$ cat src/rtl/load_store_unit.sv
// load_store_unit
//   Bridges a RISC-V style load/store request from the core onto a simple
//   word-wide data memory. Loads extract a byte, halfword or word and
//   sign/zero-extend it. Stores write whole words directly. Byte and halfword
//   stores do a read-modify-write of the containing word. Each request gets
//   exactly one response, and a new request is only taken once that response
//   has been handed off.
//
// Parameters
//   MISALIGN_ERR  1: misaligned accesses respond with an error and never touch
//                    memory
//                 0: low address bits are dropped to force natural alignment
//
// Ports
//   clk, rst                  clock, asynchronous active-high reset
//   req_valid / req_ready     request handshake
//   req_we                    1 = store, 0 = load
//   req_funct3                RISC-V funct3 access size/sign code
//   req_addr                  byte address
//   req_wdata                 store data, right-aligned
//   resp_valid / resp_ready   response handshake
//   resp_rdata                extended load result (0 for stores/errors)
//   resp_err                  misaligned access or illegal funct3
//   mem_we, mem_addr, mem_wd  word write enable, word address, write data
//   mem_rd                    combinational read data for mem_addr
module load_store_unit #(
  parameter bit MISALIGN_ERR = 1'b1
) (
  input  logic        clk,
  input  logic        rst,
  input  logic        req_valid,
  output logic        req_ready,
  input  logic        req_we,
  input  logic [2:0]  req_funct3,
  input  logic [31:0] req_addr,
  input  logic [31:0] req_wdata,
  output logic        resp_valid,
  input  logic        resp_ready,
  output logic [31:0] resp_rdata,
  output logic        resp_err,
  output logic        mem_we,
  output logic [31:0] mem_addr,
  output logic [31:0] mem_wd,
  input  logic [31:0] mem_rd
);

  typedef enum logic [2:0] {
    IDLE   = 3'd0,
    LOAD   = 3'd1,
    STORE  = 3'd2,
    RMW_RD = 3'd3,
    RMW_WR = 3'd4,
    RESP   = 3'd5
  } state_t;

  state_t state;
  state_t state_next;

  // ready_en stays low through reset and rises on the first edge after it.
  // This keeps req_ready low while rst is high, and raises it one edge after
  // rst is released.
  logic ready_en;

  logic        accept;
  logic [2:0]  funct3_q;
  logic [31:0] addr_q;
  logic [31:0] wdata_q;
  logic [31:0] merged_q;
  logic [31:0] rdata_q;
  logic        err_q;

  logic        req_is_half;
  logic        req_is_word;
  logic        req_illegal;
  logic        req_misaligned;
  logic        req_error;
  logic [31:0] req_addr_aligned;

  logic [7:0]  ld_byte;
  logic [15:0] ld_half;
  logic [31:0] ld_value;
  logic [31:0] st_merged;

  // Request decode. The aligned address is always latched. When
  // MISALIGN_ERR=1 a misaligned request never reaches memory, so the
  // alignment has no effect in that mode.
  always_comb begin
    req_is_half = (req_funct3[1:0] == 2'b01);
    req_is_word = (req_funct3[1:0] == 2'b10);
    if (req_we) begin
      req_illegal = (req_funct3 > 3'b010);
    end else begin
      req_illegal = (req_funct3 == 3'b011) || (req_funct3[2:1] == 2'b11);
    end
    req_misaligned = (req_is_half && req_addr[0]) ||
                     (req_is_word && (req_addr[1:0] != 2'b00));
    req_error = req_illegal || (MISALIGN_ERR && req_misaligned);
    req_addr_aligned = req_addr;
    if (req_is_word) begin
      req_addr_aligned[1:0] = 2'b00;
    end else if (req_is_half) begin
      req_addr_aligned[0] = 1'b0;
    end
  end

  // Load lane selection and extension.
  always_comb begin
    case (addr_q[1:0])
      2'b00:   ld_byte = mem_rd[7:0];
      2'b01:   ld_byte = mem_rd[15:8];
      2'b10:   ld_byte = mem_rd[23:16];
      default: ld_byte = mem_rd[31:24];
    endcase
    ld_half = addr_q[1] ? mem_rd[31:16] : mem_rd[15:0];
    case (funct3_q)
      3'b000:  ld_value = {{24{ld_byte[7]}}, ld_byte};
      3'b001:  ld_value = {{16{ld_half[15]}}, ld_half};
      3'b010:  ld_value = mem_rd;
      3'b100:  ld_value = {24'h000000, ld_byte};
      3'b101:  ld_value = {16'h0000, ld_half};
      default: ld_value = 32'h0000_0000;
    endcase
  end

  // Sub-word store merge. funct3 bit 0 separates SH (1) from SB (0). Only
  // those two store types ever reach RMW_RD.
  always_comb begin
    st_merged = mem_rd;
    if (funct3_q[0]) begin
      if (addr_q[1]) begin
        st_merged[31:16] = wdata_q[15:0];
      end else begin
        st_merged[15:0] = wdata_q[15:0];
      end
    end else begin
      case (addr_q[1:0])
        2'b00:   st_merged[7:0]   = wdata_q[7:0];
        2'b01:   st_merged[15:8]  = wdata_q[7:0];
        2'b10:   st_merged[23:16] = wdata_q[7:0];
        default: st_merged[31:24] = wdata_q[7:0];
      endcase
    end
  end

  always_ff @(posedge clk or posedge rst) begin
    if (rst) begin
      state    <= IDLE;
      ready_en <= 1'b0;
    end else begin
      state    <= state_next;
      ready_en <= 1'b1;
    end
  end

  // Memory outputs are driven purely from the state. An asynchronous reset
  // therefore drops mem_we before the next edge, so no write can commit.
  always_comb begin
    state_next = state;
    req_ready  = 1'b0;
    accept     = 1'b0;
    resp_valid = 1'b0;
    mem_we     = 1'b0;
    mem_addr   = 32'h0000_0000;
    mem_wd     = 32'h0000_0000;
    case (state)
      IDLE: begin
        req_ready = ready_en;
        accept    = req_valid && ready_en;
        if (accept) begin
          if (req_error) begin
            state_next = RESP;
          end else if (!req_we) begin
            state_next = LOAD;
          end else if (req_funct3 == 3'b010) begin
            state_next = STORE;
          end else begin
            state_next = RMW_RD;
          end
        end
      end
      LOAD: begin
        mem_addr   = {addr_q[31:2], 2'b00};
        state_next = RESP;
      end
      STORE: begin
        mem_addr   = {addr_q[31:2], 2'b00};
        mem_we     = 1'b1;
        mem_wd     = wdata_q;
        state_next = RESP;
      end
      RMW_RD: begin
        mem_addr   = {addr_q[31:2], 2'b00};
        state_next = RMW_WR;
      end
      RMW_WR: begin
        mem_addr   = {addr_q[31:2], 2'b00};
        mem_we     = 1'b1;
        mem_wd     = merged_q;
        state_next = RESP;
      end
      RESP: begin
        resp_valid = 1'b1;
        if (resp_ready) begin
          state_next = IDLE;
        end
      end
      default: begin
        state_next = IDLE;
      end
    endcase
  end

  // Request capture and result registers. The result is cleared on accept,
  // so stores and errors respond with zero data.
  always_ff @(posedge clk or posedge rst) begin
    if (rst) begin
      funct3_q <= 3'b000;
      addr_q   <= 32'h0000_0000;
      wdata_q  <= 32'h0000_0000;
      merged_q <= 32'h0000_0000;
      rdata_q  <= 32'h0000_0000;
      err_q    <= 1'b0;
    end else begin
      if (accept) begin
        funct3_q <= req_funct3;
        addr_q   <= req_addr_aligned;
        wdata_q  <= req_wdata;
        rdata_q  <= 32'h0000_0000;
        err_q    <= req_error;
      end
      if (state == LOAD) begin
        rdata_q <= ld_value;
      end
      if (state == RMW_RD) begin
        merged_q <= st_merged;
      end
    end
  end

  assign resp_rdata = rdata_q;
  assign resp_err   = err_q;

endmodule

$ cat config.mk
export PLATFORM = sky130hd
export DESIGN_NAME = load_store_unit
export DESIGN_NICKNAME = d
export VERILOG_FILES = /design/src/rtl/load_store_unit.sv
export SDC_FILE = /design/constraint.sdc
export NUM_CORES = 1
export LEC_CHECK = 0
export BUFFER_PORTS_ARGS = -buffer_cell sky130_fd_sc_hd__buf_2
export CORE_MARGIN = 2
export CORE_UTILIZATION = 25
export DETAILED_ROUTE_END_ITERATION = 16
export GPL_ROUTABILITY_DRIVEN = 0
export GPL_TIMING_DRIVEN = 0
export PLACE_DENSITY = 0.52
export SLEW_MARGIN = 20
export SYNTH_ARGS = -nofsm -noshare
export SYNTH_HDL_FRONTEND = slang
export SYNTH_SLANG_ARGS = --single-unit
$ cat constraint.sdc
create_clock -name clk -period 5.3 [get_ports clk]
set_clock_uncertainty 0.15 [all_clocks]
set_input_delay 0.53 -clock clk [delete_from_list [all_inputs] [get_ports clk]]
set_output_delay 0.53 -clock clk [all_outputs]
set_load 0.005 [all_outputs]
==> results.py, run 1 <==
metrics = {
    "run_status": {
        "status": "completed",
    },
    "global_routing": {
        "grt_pass1_wl_um": 37520,
        "grt_remaining_overflow": 0,
        "grt_use_total_pct": 17.63,
        "grt_antenna_before_repair": 6,
        "first_global_vias": 6241,
        "grt_max_degree": 86,
    },
    "route": {
        "num_vias": 6265,
        "postRouteAntennaNets": 0,
        "drcViolationCount": 0,
        "detail_route.iter0.violations": 424,
        "drtPass1Iterations": 5,
        "routedWlPerCell_um": 19.19,
        "viasPerCell": 4.868,
        "wl_um": 24690,
    },
    "sta": {
        "rsz0062_at_grt": "false",
        "fin_crit_ns": 3.251,
        "setup_viol": 0,
        "min_period_over_period_pct": 61.35,
        "worst_pin_slew_ns": 0.8638,
        "whs_ns": 0.1442,
        "hold_viol": 0,
        "maxSlewHeadroom_pct": 42.16,
        "fin_setup_tns_ns": 0,
        "clock.fmax_mhz": 307.6,
        "slew_violations": 0,
    },
    "logic_synthesis": {
        "syn_avg_cell_area_um2": 9.398,
        "synth-seq-cells": 136,
        "synth-edff-count": 0,
        "ys_seq_area_share_pct": 50.86,
        "synth_area_um2": 6691,
        "synth_top_area_cell": "dfrtp_1",
        "synthTopCellsByArea": "dfrtp_1 51%, nand2_1 13%, a22o_1 5.1%, a221o_1 3.4%, and2_1 2.9%",
        "synth-async-reset-ratio_pct": 100.0,
        "synth.most_common_cell": "nand2_1",
        "synthFlopType": "dfrtp_1",
        "ys_types": 50,
        "yosysWarnings": 0,
        "yosys.area.top_type_share_pct": 50.86,
        "synthTopCellsByCount": "232 x nand2_1, 136 x dfrtp_1, 39 x a22o_1, 32 x clkbuf_1, 31 x and2_1",
        "syn_inst": 712,
    },
    "clock_tree": {
        "numCtsBuffers": 17,
        "clk_pin_slew_ns": 0.06,
        "cts_root_buffer": "clkbuf_16",
        "cts_sinks": 136,
        "clk_path_buf_depth": 2,
        "clock_latency_ns": 0.42,
        "htreeDepth": 4,
        "post_cts_resized": 0,
        "cts_tree": "built",
    },
    "finish": {
        "multiInputGateArea_um2": 3003,
        "fillers": 2766,
        "design_area_um2": 8887,
        "drive_above_1_share_pct": 29.54,
        "area_growth_pct": 32.82,
        "regArea_um2": 3403,
        "nets": 1039,
        "fin_util_pct": 33.91,
    },
    "setup_path": {
        "crit_arrival_ns": 2.57,
        "crit_fanout": 10,
        "cp-end-kind": "output port",
        "critPathLaunchType": "flop",
        "crit_required_ns": 4.62,
        "critical_path_class": "flop to output port",
    },
    "place": {
        "post_dp_cell_area_um2": 8165,
        "dp.final_hpwl_um": 18270,
        "portBuffers": 201,
    },
    "power_and_ir_drop": {
        "peakVddDrop_v": 0.0001871,
        "leakage_nw": 4.623,
        "total_power_mw": 5.192,
        "p_per_area_nw_per_um2": 584.2,
    },
    "die": {
        "die_w_um": 167.6,
        "initial_utilization_pct": 25.53,
        "die-area_um2": 28090,
        "core_area_um2": 26210,
        "io_pins": 204,
        "die_y_um": 167.6,
        "core.rowCount": 59,
    },
    "flow_run": {
        "drv_cap": 0,
    },
    "worst_hold_path": {
        "hp-class": "input pin to flop",
    },
}
[cells in the final DEF (no fill, tap or decap), types with 17 or more instances in the layout]
cell type / n
clkbuf_16: 17
buf_2: 215
nand2_1: 232
a22o_1: 39
mux2i_1: 18
o21ai_0: 27
nor2_1: 21
clkbuf_1: 33
a221o_1: 23
and2_1: 31
dfrtp_1: 136
[metal layers]
metal | GRT usage (%) | vias up | part of all wire [%]
met5 | 0 | - | 0.21
met4 | 3.781 | 8 | 1.4
met3 | 6.311 | 33 | 7.9
met2 | 26.97 | 235 | 45
met1 | 24.02 | 3017 | 46
li1 | - | 2972 | -
[power breakdown]
group	switching [mW]	internal (mW)
combinational	1.08	0.920
sequential	0.331	1.42
clock	0.482	0.956
total	1.89	3.30
[critical path: stages, from the launching register on]
cell and delay, ns:
dfrtp_1 0.39, buf_2 0.19, nor3b_2 0.72, clkbuf_1 0.45, a22o_1 0.26, buf_2 0.12
[flip-flops by register name, summed over array words and instances, names as in the netlist]
name        cells
resp_err        1
ready_en        1
resp_rdata     32
merged_q       32
funct3_q        3
wdata_q        32
addr_q         32
state           3
[final timing paths]
| path | slack (ns) | start | to | depth (start not counted) |
|---|---|---|---|---|
| setup / recovery | 2.05 | state[0]$_DFFE_PP0P_ | mem_wd[10] | 5 |
| hold reg to reg | 0.31 | addr_q[24]$_DFFE_PP0P_ | addr_q[24]$_DFFE_PP0P_ | 2 |
| max in group asynchronous | 3.70 | rst | resp_rdata[3]$_DFFE_PP0P_ | 4 |
| min in group asynchronous | 0.53 | rst | addr_q[12]$_DFFE_PP0P_ | 3 |
| setup reg to reg | 2.88 | state[1]$_DFFE_PP0P_ | addr_q[30]$_DFFE_PP0P_ | 7 |
| hold / removal | 0.14 | req_wdata[22] | wdata_q[22]$_DFFE_PP0P_ | 3 |
[area by class of cell]
type / instances / share of cell area (%)
diodes: 4 / 0.1126
plain buffers: 56 / 3.154
clock inverters: 12 / 2.759
multi-input cells: 516 / 33.79
repair buffers: 203 / 11.74
inverters: 5 / 0.2956
flip-flops and latches: 136 / 38.29
clock buffers: 20 / 5.139
well taps: 335 / 4.716
[kinds of logic after synthesis]
group / Yosys count / share of synthesized area, %
AOI/OAI and AO/OA: 171 / 20.12
xor gates and xnor gates: 1 / 0.1309
buffers and inverters: 61 / 4.469
DFF: 136 / 50.86
muxes: 26 / 4.207
other: 2 / 0.1122
and+or+nand+nor: 315 / 20.10
[through the flow]
stage,setup WS [ns],std cells
after floorplan,0.9805,713
after global placement,-1.096,1249
after detailed placement,2.460,1250
after CTS,2.004,1283
after global routing,1.873,1284
final,2.049,1287
[timing repair]
item,4_1_cts,5_1_grt
hold endpoints to repair,51,0
hold buffers,1,0
setup buffers,0,0
endpoints found under the setup margin,0,0
No activity file was read; power rests on OpenSTA's default activity.
==> inputs of run 2 (changes only) <==
clock period = 3.1 ns   (was 5.3 ns; I/O delays follow)
==> run 2 against run 1 <==
Sequential share of layout area down 2.7 points. Largest power group unchanged. Combinational power up 75%. Largest cell class unchanged. Power is 69% higher. Count of clock-buffer cells in the layout increased by 2. Clock power up 60%. Setup slack worse by 1.8 ns. Die area did not move. First-iteration DRC count rose by 11%. Sequential power grew 71%. Critical path depth is the same. Utilization is 2.6 points higher. Register-to-register slack worse by 2.1 ns.
==> results.py, run 2 (synthesis results as in run 1) <==
metrics = {
    "die": {
        "io_pins": 204,
        "die_w_um": 167.6,
        "core_area_um2": 26210,
        "die_y_um": 167.6,
        "die-area_um2": 28090,
        "core.rowCount": 59,
        "initial_utilization_pct": 25.53,
    },
    "sta": {
        "rsz0062_at_grt": "false",
        "maxSlewHeadroom_pct": 48.43,
        "clock.fmax_mhz": 350.8,
        "min_period_over_period_pct": 91.95,
        "setup_viol": 0,
        "slew_violations": 0,
        "post-route-worst-setup-slack_ns": 0.2497,
        "hold_viol": 0,
        "worst_pin_slew_ns": 0.7677,
        "fin_crit_ns": 2.850,
        "fin_setup_tns_ns": 0,
    },
    "place": {
        "dp_cells": 1254,
        "portBuffers": 201,
        "dp_slack_ns": 0.4889,
        "post_dp_cell_area_um2": 8249,
        "dp.final_hpwl_um": 18530,
    },
    "setup_path": {
        "crit_required_ns": 2.64,
        "r2r_cells": 7,
        "cpMaxStageDelayCell": "nor3b_4",
        "path_common_cell": "buf_2",
        "crit_chain": "buf_2, nor3b_4, clkbuf_1, a22o_1, buf_2",
        "r2r_end": "addr_q[27]$_DFFE_PP0P_",
        "crit_arrival_ns": 2.39,
        "cp-end-kind": "output port",
        "critPathMaxStageDelay_ns": 0.53,
        "cp_num_buf_inv": 3,
        "critPathTopFamily": "buffers and inverters",
        "critPathLaunchType": "flop",
        "rrSetupSlack_ns": 0.74,
        "critical_path_class": "flop to output port",
        "crit_fanout": 10,
        "timing.rr.start": "state[1]$_DFFE_PP0P_",
    },
    "power_and_ir_drop": {
        "p_per_area_nw_per_um2": 917.6,
        "peakVddDrop_v": 0.0003146,
        "total_power_mw": 8.782,
        "leakage_nw": 4.919,
    },
    "worst_hold_path": {
        "hp-start": "resp_ready",
        "min_path_cells": 3,
        "whs_endpoint": "state[2]$_DFFE_PP0P_",
        "hp-class": "input pin to flop",
    },
    "clock_tree": {
        "numCtsBuffers": 17,
        "cts_setup_buffers": 0,
        "clk_pin_slew_ns": 0.06,
        "clock_latency_ns": 0.42,
        "cts_root_buffer": "clkbuf_16",
        "clk_path_buf_depth": 2,
        "cts_sinks": 136,
        "cts_tree": "built",
        "htreeDepth": 4,
    },
    "finish": {
        "diodes": 0,
        "multiInputGateArea_um2": 3015,
        "regArea_um2": 3403,
        "drive_above_1_share_pct": 28.05,
        "mostFrequentLayoutCells": "232 x nand2_1, 215 x buf_2, 136 x dfrtp_1, 65 x dlygate4sd3_1, 39 x a22o_1",
        "design_area_um2": 9570,
        "layout_commonest_cell": "nand2_1",
        "nets": 1107,
        "area_growth_pct": 43.03,
        "fillers": 2716,
        "stdcell_count": 1351,
    },
    "route": {
        "viasPerCell": 4.812,
        "drcViolationCount": 0,
        "postRouteAntennaNets": 0,
        "num_vias": 6501,
        "drtPass1Iterations": 6,
        "wl_um": 25090,
        "routedWlPerCell_um": 18.57,
        "detail_route.iter0.violations": 469,
    },
    "global_routing": {
        "grt_pass1_wl_um": 38830,
        "first_global_vias": 6491,
        "grt_use_total_pct": 18.09,
        "grt_remaining_overflow": 0,
        "grt_max_degree": 31,
        "grt_antenna_before_repair": 1,
    },
    "flow_run": {
        "drv_cap": 0,
    },
    "run_status": {
        "status": "completed",
    },
}
## run 2: tightest hold or removal path, cell delays in order
cell	delay [ns]
buf_2	0.09
a21o_1	0.10
a21oi_1	0.06
## run 2: how the worst max path moves through the flow
| stage | from | to | slack, ns | depth (start not counted) |
|---|---|---|---|---|
| after floorplan | rst | addr_q[0]$_DFFE_PP0P_ | 0.95 | 1 |
| after detailed placement | state[0]$_DFFE_PP0P_ | mem_wd[11] | 0.49 | 5 |
| after global routing | state[1]$_DFFE_PP0P_ | mem_wd[11] | 0.06 | 5 |
| after CTS | state[0]$_DFFE_PP0P_ | mem_wd[11] | 0.03 | 5 |
| final | state[0]$_DFFE_PP0P_ | mem_wd[11] | 0.25 | 5 |
| after global placement | rst | addr_q[22]$_DFFE_PP0P_ | -0.19 | 2 |
## run 2: repair_timing
| action | in CTS | in global routing |
|---|---|---|
| setup endpoints to repair | 0 | 30 |
| resized for setup | 0 | 2 |
| hold buffers | 65 | 0 |
| endpoints found under the hold margin | 78 | 0 |
## run 2: power by group
| part | internal, mW | total, mW | switching, mW |
|---|---|---|---|
| clock network | 1.46 | 2.30 | 0.838 |
| logic | 1.64 | 3.49 | 1.85 |
| registers | 2.43 | 3.00 | 0.565 |
## run 2: routing by layer
metal / global-route usage (%) / wire length (µm)
met2: 27.40 / 10930
met4: 5.180 / 505
met1: 25.35 / 11870
met5: 0 / 7
met3: 4.892 / 1773
## run 2: layout make-up
type,count,area share (%)
Buffer,56,2.928
Clock buffer,22,5.164
Clock inverter,10,1.713
Inverter,5,0.2353
Multi-Input combinational cell,516,31.51
Sequential cell,136,35.56
Tap cell,335,4.380
Timing Repair Buffer,271,18.51
## run 2: metrics by stage
| stage | hold WS, ns | utilization, % |
|---|---|---|
| floorplan | 0.2654 | - |
| global placement | 0.2984 | 31.00 |
| detailed placement | 0.1940 | 31.48 |
| CTS | 0.009855 | 36.47 |
| global route | 0.03061 | 36.52 |
| finish | 0.02952 | 36.52 |
